--- src/rtl/plic_claim_scheduler.sv ---
// plic_claim_scheduler: per-target PLIC arbitration. Serially scans sources
// 1..SOURCES (one per cycle) for the highest-priority enabled pending source,
// commits the winner to id_o/ireq_o, and services claim/complete strobes.
//
// Ports:
//   clk_i, rst_i          clock, synchronous active-high reset
//   ip_i, ie_i            per-source pending flags and enables (bit n-1 = ID n)
//   priority_i            packed per-source priorities (ID n at slice n-1)
//   threshold_i           target threshold; ireq_o needs priority > threshold
//   claim_i               claim strobe; clears id_o/ireq_o and restarts the scan
//   complete_i,
//   complete_id_i         completion strobe and the ID being completed
//   id_o, ireq_o          registered claim value and interrupt request
//   claimed_o             one-cycle one-hot pulse of the claimed source
//   completed_o           one-cycle one-hot pulse of the completed source
module plic_claim_scheduler #(
    parameter int unsigned SOURCES       = 8,
    parameter int unsigned PRIORITIES    = 7,
    parameter int unsigned SOURCES_BITS  = $clog2(SOURCES + 1),
    parameter int unsigned PRIORITY_BITS = $clog2(PRIORITIES)
) (
    input  logic                               clk_i,
    input  logic                               rst_i,
    input  logic [SOURCES-1:0]                 ip_i,
    input  logic [SOURCES-1:0]                 ie_i,
    input  logic [SOURCES*PRIORITY_BITS-1:0]   priority_i,
    input  logic [PRIORITY_BITS-1:0]           threshold_i,
    input  logic                               claim_i,
    input  logic                               complete_i,
    input  logic [SOURCES_BITS-1:0]            complete_id_i,
    output logic [SOURCES_BITS-1:0]            id_o,
    output logic                               ireq_o,
    output logic [SOURCES-1:0]                 claimed_o,
    output logic [SOURCES-1:0]                 completed_o
);

    typedef enum logic [0:0] {
        SCAN   = 1'b0,
        COMMIT = 1'b1
    } state_t;

    state_t                   state;
    logic [SOURCES_BITS-1:0]  idx;
    logic [SOURCES_BITS-1:0]  best_id;
    logic [PRIORITY_BITS-1:0] best_prio;

    logic                     cur_cand;
    logic [PRIORITY_BITS-1:0] cur_prio;
    logic [SOURCES-1:0]       claim_hot;
    logic [SOURCES-1:0]       complete_hot;

    // Candidate status and priority of the source at the scan index.
    always_comb begin
        cur_cand = 1'b0;
        cur_prio = '0;
        for (int unsigned n = 0; n < SOURCES; n++) begin
            if (idx == SOURCES_BITS'(n + 1)) begin
                cur_prio = priority_i[n*PRIORITY_BITS +: PRIORITY_BITS];
                cur_cand = ip_i[n] && ie_i[n] && (cur_prio != '0);
            end
        end
    end

    // One-hot decodes; IDs of 0 or above SOURCES match no bit.
    always_comb begin
        claim_hot    = '0;
        complete_hot = '0;
        for (int unsigned n = 0; n < SOURCES; n++) begin
            claim_hot[n]    = (id_o == SOURCES_BITS'(n + 1));
            complete_hot[n] = (complete_id_i == SOURCES_BITS'(n + 1));
        end
    end

    // Scan/commit FSM with registered outputs; a claim overrides any commit.
    always_ff @(posedge clk_i) begin
        if (rst_i) begin
            state       <= SCAN;
            idx         <= SOURCES_BITS'(1);
            best_id     <= '0;
            best_prio   <= '0;
            id_o        <= '0;
            ireq_o      <= 1'b0;
            claimed_o   <= '0;
            completed_o <= '0;
        end else begin
            claimed_o   <= claim_i    ? claim_hot    : '0;
            completed_o <= complete_i ? complete_hot : '0;

            if (claim_i) begin
                id_o      <= '0;
                ireq_o    <= 1'b0;
                best_id   <= '0;
                best_prio <= '0;
                idx       <= SOURCES_BITS'(1);
                state     <= SCAN;
            end else begin
                case (state)
                    SCAN: begin
                        // Strictly greater: ties keep the lower ID already stored.
                        if (cur_cand && (cur_prio > best_prio)) begin
                            best_id   <= idx;
                            best_prio <= cur_prio;
                        end
                        if (idx == SOURCES_BITS'(SOURCES)) begin
                            state <= COMMIT;
                        end else begin
                            idx <= idx + SOURCES_BITS'(1);
                        end
                    end
                    COMMIT: begin
                        id_o      <= best_id;
                        ireq_o    <= (best_prio > threshold_i);
                        best_id   <= '0;
                        best_prio <= '0;
                        idx       <= SOURCES_BITS'(1);
                        state     <= SCAN;
                    end
                    default: begin
                        state <= SCAN;
                        idx   <= SOURCES_BITS'(1);
                    end
                endcase
            end
        end
    end

endmodule

--- config.mk ---
export PLATFORM = sky130hd
export DESIGN_NAME = plic_claim_scheduler
export DESIGN_NICKNAME = d
export VERILOG_FILES = /design/src/rtl/plic_claim_scheduler.sv
export SDC_FILE = /design/constraint.sdc
export NUM_CORES = 1
export LEC_CHECK = 0
export ABC_AREA = 1
export CAP_MARGIN = 10
export CORE_ASPECT_RATIO = 0.8
export CORE_UTILIZATION = 47
export CTS_CLUSTER_DIAMETER = 100
export DETAILED_ROUTE_END_ITERATION = 8
export PLACE_DENSITY = 0.89
export SLEW_MARGIN = 20
export SYNTH_ARGS = -nofsm -noshare
export SYNTH_HDL_FRONTEND = slang
export SYNTH_SLANG_ARGS = --single-unit
--- constraint.sdc ---
create_clock -name clk_i -period 6.8 [get_ports clk_i]
set_input_delay 0.68 -clock clk_i [delete_from_list [all_inputs] [get_ports clk_i]]
set_output_delay 0.68 -clock clk_i [all_outputs]
set_load 0.02 [all_outputs]
==> impl_metrics.ini <==
[run_status]
outcome = finished, final reports clean

[route]
dr_wl_met3_microns = 233
vias = 1973
wire_per_inst_microns = 11.5
dr.pass1.iters = 5
vias_per_cell = 4.91
routed-wl-met2_mm = 2.11
antenna_left = 0
top_layer = met4
drc = 0
drt_iter0_drc = 120
m1WireLength_mm = 2.20
routed_wl_mm = 4.62

[timing]
finalClockSkew_ps = 2.52
hold_viol_final = 0
fmax_mhz = 339
slew_headroom_pct = 60.8
finalCritPeriodShare_pct = 43.4
rsz0062_at_grt = false
setup_viol = 0
hold_ws_ps = 471
period_minus_slack_ps = 2950
timing.final.ws_setup_ps = 3850
worstMarginPinSlew_ps = 583
slew_viol_final = 0
tns_ps = 0

[power]
p_leak_nw = 1.20
power.share.switching_pct = 34.8
power_density_nw_per_um2 = 213
combPwrFrac_pct = 35.6
power_frac_clock_pct = 27.7
ir_drop_mv = 0.185
power_mw = 0.580
p_seq_share_pct = 36.6
power.internal_mw = 0.378
switchingPower_mw = 0.202

[worst_setup_path]
reg2reg_from = idx[0]$_SDFFE_PP1P_
crit_start = idx[0]$_SDFFE_PP1P_
cp_cell_sequence = inv_1 -> ha_1 -> inv_1 -> nor2_8 -> inv_2 -> nand3_1 -> nand2_1 -> o21ai_0 -> nand2_1 -> nand2_1 -> a21oi_1 -> inv_1 -> ha_1 -> nand2_1 -> nor2_1 -> a211oi_1 -> a31oi_1 -> nand2_4 -> inv_4 -> nand2_1 -> nand2_1 -> nor2_2
startpoint_type = flop
crit_fanout = 7
cp_common_cell = nand2_1
crit_arrival_ps = 3130
critPathTopFamily = simple AND/OR/NAND/NOR gates
crit_path_top_delay_cell = dfxtp_1
crit_type = reg2reg
cp.required_ps = 6980
critPathBufInv = 5
timing.critical_path.slowest_cell_delay_ps = 450
critPathCaptureType = flop

[placed_design]
dp.cells = 394
pre_cts_ws_ps = 3650
port_buffers = 71
hpwlAfterDp_mm = 3.75
place_congestion = 0.904
placed_area_sq_um = 2620

[global_routing]
grt_pass1_vias = 1854
grt_max_degree = 11
grt_pass1_wl_mm = 8.14
grt_remaining_overflow = 0
track_usage_pct = 25.2
antenna_found_initial = 0

[logic_synthesis]
netlist_area_sq_um = 1840
syn-instance-count = 271
yosys.cell_types.count = 29
synth_top_area_share_pct = 35.9
syn_area_per_cell_sq_um = 6.80
yosysWarnings = 0
yosysSeqAreaShare_pct = 35.9
syn_nets = 332
synth_seq_cells = 33
synth_area_leader_cell = dfxtp_1
synth_area_leaders = dfxtp_1, nand2_1, inv_1

[floorplan]
start_util_pct = 51.3
num_rows = 19
die-width_microns = 72.0
coreArea_sq_um = 3590
die_h_microns = 58.0
die-area_sq_um = 4170
io_pins = 72

[clocking]
cts_buffers = 5
clk-insertion-delay-late_ps = 280
ctsHoldBuffers = 0
postCtsSetupBuffers = 0
cts_num_sinks = 33
clk_pin_slew_worst_paths_ps = 70
clockRootBuffer = clkbuf_8
cts_buffer_depth = 2
cts_resized = 0
cts_tree = done
clock_tree.htree_level_count = 2

[final_layout]
antenna_cells = 0
final_net_count = 410
mostFrequentLayoutCells = nand2_1, clkdlybuf4s50_1, inv_1
layout-drive-gt1-share_pct = 8.86
final_cells = 402
syn_to_final_growth_pct = 47.6
final_area_sq_um = 2720
final_common_cell = nand2_1
postLayoutCoreUtil_pct = 75.7

[worst_hold_path]
hold_class = reg2reg
min_from = best_id[1]$_SDFFE_PP0P_

[job]
cap_violations = 0
## sequential cells by signal (all words and copies together), names as in the netlist
signal       count
best_id          4
best_prio        3
claimed_o        8
completed_o      8
id_o             4
idx              4
ireq_o           1
state            1
## cell type report
| type | count | area [sq um] |
|---|---|---|
| Sequential cell | 33 | 661 |
| Multi-Input combinational cell | 184 | 976 |
| Fill cell | 274 | 871 |
| Inverter | 54 | 205 |
| Tap cell | 52 | 65.1 |
| Timing Repair Buffer | 71 | 711 |
| Clock buffer | 7 | 96.3 |
| Clock inverter | 1 | 5.00 |
## per-layer routing
metal	global-route usage, %	vias to the layer above
met5	0	-
met4	5.88	0
met1	33.3	889
met2	41.4	54
met3	6.78	10
li1	-	1020
## cell usage after synthesis (all sizes together)
cell type / n
inv: 53
a22o: 1
a21oi: 18
o22ai: 2
nor2: 27
nand3: 12
nor3: 2
nor4: 8
clkinv: 1
nand2: 77
nor3b: 1
or2: 2
o21ai: 13
a31oi: 2
ha: 10
a211oi: 1
nand4: 8
dfxtp: 33
## power groups by stage
stage	Combinational, mW	Sequential, mW	Clock [mW]
global route	0.236	0.213	0.171
detailed placement	0.203	0.216	0
CTS	0.205	0.212	0.159
global placement	0.194	0.216	0
floorplan	0.141	0.214	0
finish	0.207	0.212	0.161
## worst paths after layout
kind	end	slack (ps)	cells after the start
setup / recovery	best_prio[2]$_SDFFE_PP0P_	3850	22
hold reg to reg	best_id[1]$_SDFFE_PP0P_	470	2
hold / removal	best_id[1]$_SDFFE_PP0P_	470	2
setup reg to reg	best_prio[2]$_SDFFE_PP0P_	3850	22
## worst min-delay path, cell delays in order, from the launching register on
cell and delay [ps]:
dfxtp_1 310, nand2_1 60, a21oi_1 60
## cells by family after synthesis
family / count (synthesis) / share of synthesized area, %
AOI/OAI and AO/OA: 37 / 10.9
buffers and inverters: 54 / 11.1
DFF: 33 / 35.9
and+or+nand+nor: 137 / 35.3
adders and majority gates: 10 / 6.79
(Power assumes the default switching activity.)
